## src/rtl/y86_pkg.sv

```systemverilog
// ---------------------------------------------------------------------------
// y86_pkg
// Shared Y86 encodings used by the execute-stage blocks.
//   - ifun codes for jXX / cmovXX conditions
//   - icode values of the instructions that touch the condition codes
//   - default reset value of the {ZF,SF,OF} condition-code register
// ---------------------------------------------------------------------------
package y86_pkg;

    // Condition function codes (low nibble of jXX / cmovXX)
    localparam logic [3:0] C_ALWAYS = 4'd0;
    localparam logic [3:0] C_LE     = 4'd1;
    localparam logic [3:0] C_L      = 4'd2;
    localparam logic [3:0] C_E      = 4'd3;
    localparam logic [3:0] C_NE     = 4'd4;
    localparam logic [3:0] C_GE     = 4'd5;
    localparam logic [3:0] C_G      = 4'd6;

    // Instruction codes that set or consume condition codes
    localparam logic [3:0] I_CMOVXX = 4'd2;
    localparam logic [3:0] I_OPQ    = 4'd6;
    localparam logic [3:0] I_JXX    = 4'd7;

    // {ZF,SF,OF} after reset: looks like the result of a zero-valued OPq
    localparam logic [2:0] CC_RST_DEF = 3'b100;

endpackage

```

## src/rtl/cc_cond_unit_cond_eval.sv

```systemverilog
// ---------------------------------------------------------------------------
// cond_eval
// Purely combinational Y86 condition evaluator, shared with the pipelined
// core's execute stage.
// Ports:
//   i_ifun     condition function code
//   i_zf/i_sf/i_of  condition-code flags to evaluate against
//   o_cnd      condition result (0 for any unknown code)
//   o_illegal  high when i_ifun is not a defined condition (> 6)
// ---------------------------------------------------------------------------
module cond_eval
    import y86_pkg::*;
(
    input  logic [3:0] i_ifun,
    input  logic       i_zf,
    input  logic       i_sf,
    input  logic       i_of,
    output logic       o_cnd,
    output logic       o_illegal
);

    logic w_less;

    // Signed "less than" of the last OPq is the sign corrected by overflow
    assign w_less = i_sf ^ i_of;

    always_comb begin
        o_cnd     = 1'b0;
        o_illegal = 1'b0;
        case (i_ifun)
            C_ALWAYS: o_cnd = 1'b1;
            C_LE:     o_cnd = w_less | i_zf;
            C_L:      o_cnd = w_less;
            C_E:      o_cnd = i_zf;
            C_NE:     o_cnd = ~i_zf;
            C_GE:     o_cnd = ~w_less;
            C_G:      o_cnd = ~w_less & ~i_zf;
            default:  o_illegal = 1'b1;
        endcase
    end

endmodule

```

## src/rtl/cc_cond_unit.sv

```systemverilog
// ---------------------------------------------------------------------------
// cc_cond_unit
// Condition-code register plus registered condition-query port, sitting
// after the 64-bit ALU in the execute stage.
// Ports:
//   clk, rst              clock, asynchronous active-high reset
//   set_valid             alu_out/alu_of hold an OPq result to latch
//   alu_out, alu_of       ALU result and signed-overflow flag
//   set_block             later stage holds an exception; no CC update
//   stall                 freeze all state and registered outputs
//   q_valid, q_ifun       condition query and its ifun code
//   zf, sf, of            current condition codes
//   cnd_valid, cnd        registered query result (1-cycle latency)
//   cnd_illegal           registered; query used an undefined ifun
// ---------------------------------------------------------------------------
module cc_cond_unit
    import y86_pkg::*;
#(
    parameter int         W      = 64,
    parameter logic [2:0] CC_RST = CC_RST_DEF
) (
    input  logic         clk,
    input  logic         rst,
    input  logic         set_valid,
    input  logic [W-1:0] alu_out,
    input  logic         alu_of,
    input  logic         set_block,
    input  logic         stall,
    input  logic         q_valid,
    input  logic [3:0]   q_ifun,
    output logic         zf,
    output logic         sf,
    output logic         of,
    output logic         cnd_valid,
    output logic         cnd,
    output logic         cnd_illegal
);

    logic r_zf;
    logic r_sf;
    logic r_of;
    logic r_cndValid;
    logic r_cnd;
    logic r_cndIllegal;
    logic w_cnd;
    logic w_illegal;
    logic w_ccWrite;

    // The query is evaluated on the flags currently held, so a query in
    // the same cycle as an update still sees the previous OPq's flags.
    cond_eval u_cond_eval (
        .i_ifun    (q_ifun),
        .i_zf      (r_zf),
        .i_sf      (r_sf),
        .i_of      (r_of),
        .o_cnd     (w_cnd),
        .o_illegal (w_illegal)
    );

    assign w_ccWrite = set_valid & ~set_block & ~stall;

    // Flag register: only a live, non-squashed OPq moves the flags
    always_ff @(posedge clk or posedge rst) begin
        if (rst) begin
            {r_zf, r_sf, r_of} <= CC_RST;
        end else if (w_ccWrite) begin
            r_zf <= (alu_out == '0);
            r_sf <= alu_out[W-1];
            r_of <= alu_of;
        end
    end

    // Query register: an idle cycle clears the result, a stall holds it
    always_ff @(posedge clk or posedge rst) begin
        if (rst) begin
            r_cndValid   <= 1'b0;
            r_cnd        <= 1'b0;
            r_cndIllegal <= 1'b0;
        end else if (!stall) begin
            r_cndValid   <= q_valid;
            r_cnd        <= q_valid & w_cnd;
            r_cndIllegal <= q_valid & w_illegal;
        end
    end

    assign zf          = r_zf;
    assign sf          = r_sf;
    assign of          = r_of;
    assign cnd_valid   = r_cndValid;
    assign cnd         = r_cnd;
    assign cnd_illegal = r_cndIllegal;

endmodule

```

## config.mk

```make
export PLATFORM = sky130hd
export DESIGN_NAME = cc_cond_unit
export DESIGN_NICKNAME = d
export VERILOG_FILES = /design/src/rtl/y86_pkg.sv /design/src/rtl/cc_cond_unit_cond_eval.sv /design/src/rtl/cc_cond_unit.sv
export SDC_FILE = /design/constraint.sdc
export NUM_CORES = 1
export LEC_CHECK = 0
export BUFFER_PORTS_ARGS = -buffer_cell sky130_fd_sc_hd__buf_2
export CELL_PAD_IN_SITES_DETAIL_PLACEMENT = 1
export CELL_PAD_IN_SITES_GLOBAL_PLACEMENT = 2
export CORE_ASPECT_RATIO = 1.5
export CORE_MARGIN = 3
export CORE_UTILIZATION = 12
export CTS_BUF_LIST = sky130_fd_sc_hd__clkbuf_4
export DETAILED_ROUTE_END_ITERATION = 7
export GPL_TIMING_DRIVEN = 0
export MAX_ROUTING_LAYER = met4
export PLACE_DENSITY = 0.83
export REMOVE_ABC_BUFFERS = 1
export SKIP_LAST_GASP = 1
export SLEW_MARGIN = 20
export SYNTH_ARGS = -nofsm -noshare
export SYNTH_HDL_FRONTEND = slang
export SYNTH_HIERARCHICAL = 1
export SYNTH_SLANG_ARGS = --single-unit
```

## constraint.sdc

```tcl
create_clock -name clk -period 1.9 [get_ports clk]
set_input_delay 0.285 -clock clk [delete_from_list [all_inputs] [get_ports clk]]
set_output_delay 0.285 -clock clk [all_outputs]
set_load 0.01 [all_outputs]
```

==> impl_results.md <==
- Outcome: complete, no violations
- Final HPWL DP: roughly 2100 µm
- Clk slew on worst S/H paths: 40 ps
- Worst Path Arrival: 1470 ps
- Unique masters post-synth: 23
- Worst min-delay path class: in2reg
- Clock sinks: 6
- Max-Cap Viols: 0
- Fin util: between 20% and 30%
- Least-Margin Pin Slew: 370 ps
- Pwr Density: 462 mW/mm²
- Wire length per cell: 12.8 µm
- Sequential fraction of the synthesis area: around a third
- Post-Synthesis Cells: 49
- Final setup vio count: 0
- Drt pass-1 iters: 4
- Setup Crit Path Kind: in2reg
- Dpl ws: ~320 ps
- GR Util All Layers: 9.24%
- CP required: ~2000 ps
- Die Ht: 83.6 µm
- Largest net degree at the start of global routing: 8
- Die Wd: 57.7 µm
- Crit Reg-Reg Startpoint: zf
- Primary FF master, synth: dfrtp_1
- GPL Wtd Cong: 0.761
- Setup Buffers After CTS: 0
- Max Fclk: 0.767 GHz
- Final worst slack: roughly 600 ps
- Routed Antenna Nets: 0
- Num CTS Buffers: 3
- Final Slew Violations: 0
- Clock Path Buffers: 2
- Worst Setup Start Kind: primary input
- Worst R2R Setup Slack: between 600 and 700 ps
- CP Capture Type: flip-flop
- Row count: 27
- Synthesis-to-layout area growth: 103%
- CP endpoint: zf
- Root Driver: clkbuf_4
- Post-synth EDFFs: 0
- Setup TNS: 0 ps
- Grt total ovfl: 0
- R2r worst-path depth: 4
- FF+latch count, synth: 6
- Largest cells by area after synthesis: dfrtp_1, nor4_1, nor4_2
- Slew HR: 75.2%
- ANT cells: 0
- Critical R2R Capture: cnd
- CTS tree: built
- Hold Vio Cnt, Final: 0
- I/O pins: 81
- Share of cells above drive strength 1: 69.4%
- Hold Crit Depth: 2
- Drt drc: 0
- Total wire length: 2260 µm
- Worst hold start: alu_of
- Synth top area share: 26.0%
- Synthesized area: 482 µm²
- Starting density of the core: between 10% and 20%
- Pleak: 0.000485 µW
- H-tree levels: 1
- RSZ-0062 raised after global routing: false
- Worst Setup SP: alu_out[15]
- Initial antenna violation count: 0
- Part of the cycle the worst path needs: around two thirds
- Port Buffers: 80
- Area leader, netlist: dfrtp_1
- Die area: 0.00483 mm²
- Vias in the first global route: roughly 890
- Worst VDD drop: 0.177 mV
- Avg Inst Size Synth: approximately 9.8 µm²
- Via density: 4.64
- Asr flop ratio synth: 100%
- First-pass GRT wire length: roughly 3300 µm
- Core box area: 0.00375 mm²
- Via count: 822
- Clock skew: between 6 and 7 ps
- DRT iter0 DRCs: 6
- Layout Nets: 210
- Fill cells: 475
- Worst-Skew Late Latency: 240 ps
- Warnings from Yosys: 6
- Fin crit period: 1300 ps
- Max FO, Critical Path: 1
worst min path at each step:
stage	endpoint	slack (ps)
2_1_floorplan	cnd	80
3_3_place_gp	cnd_valid	210
3_5_place_dp	cnd_valid	210
4_1_cts	of	280
5_1_grt	of	290
6_report	of	290
cell usage after synthesis, drive strengths merged, types with 2 or more instances:
master	n
nor4	18
dfrtp	5
nand4	3
a22o	2
and4bb	2
inv	2
mux2	2
nand3	2
layout by cell type (no fill, tap or decap), drive strengths merged:
master       count
dlygate4sd3      1
nor3b            1
nand4            3
buf             80
nor2b            1
nor3             1
a22o             2
a2111o           1
a31o             1
mux2             2
nor4            18
o22ai            1
dfrtp            5
xnor2            1
dfstp            1
a21o             1
clkbuf           4
nand3            2
or4              1
and4bb           2
nand2            1
o21ai            1
nor4b            1
inv              2
power breakdown:
| group | switching, µW | leakage, µW | total, µW | internal, µW |
|---|---|---|---|---|
| sequential | 11.1 | 0.0000724 | 154 | 143 |
| clock | 44.0 | 0.0000184 | 138 | 93.7 |
| combinational | 65.2 | 0.000395 | 159 | 93.7 |
worst max-delay path, cell delays in order:
cell and delay (ps):
buf_2 100, nor4_1 280, nand4_1 130, or4_1 560, o22ai_2 110
area by class of cell:
| class | instances | area [µm²] | share of cell area (%) |
|---|---|---|---|
| Timing Repair Buffer | 81 | 410 | 42.1 |
| Multi-Input combinational cell | 41 | 323 | 33.1 |
| Sequential cell | 6 | 151 | 15.5 |
| Tap cell | 43 | 53.8 | 5.51 |
| Clock buffer | 4 | 30.0 | 3.08 |
| Inverter | 2 | 7.51 | 0.769 |
metal layers:
metal	share of wire [%]	GRT usage, %	vias up
li1	-	-	388
met1	33	8.07	359
met2	51	16.7	73
met3	15	3.56	2
met4	1.5	4.43	0
met5	0	-	-
sequential cells by signal, indices dropped and copies added, names as in the netlist:
name and cells:
cnd_valid 1, of 1, sf 1, cnd 1, zf 1, cnd_illegal 1
through the flow:
stage                     cells  hold WS, ps  cell area (µm²)  total power, µW
after floorplan              49         75.2              482              205
final                       177          289              976              451
after global placement      172          206              936              308
after detailed placement    172          210              936              315
after CTS                   177          284              976              458
after global routing        177          289              976              476
timing repair:
action | 4_1_cts | 5_1_grt
gates resized for setup | 0 | 0
endpoints found under the hold margin | 5 | 0
setup endpoints to repair | 0 | 0
hold buffers | 1 | 0
logic make-up after synthesis:
family | count (synthesis) | synth area share (%)
flip-flops | 6 | 31.4
AND/OR/NAND/NOR | 31 | 47.5
XOR/XNOR | 1 | 1.82
multiplexers | 2 | 4.67
buffers and inverters | 2 | 1.56
AO/OA/AOI/OAI | 7 | 13.0
(Power assumes the default switching activity.)
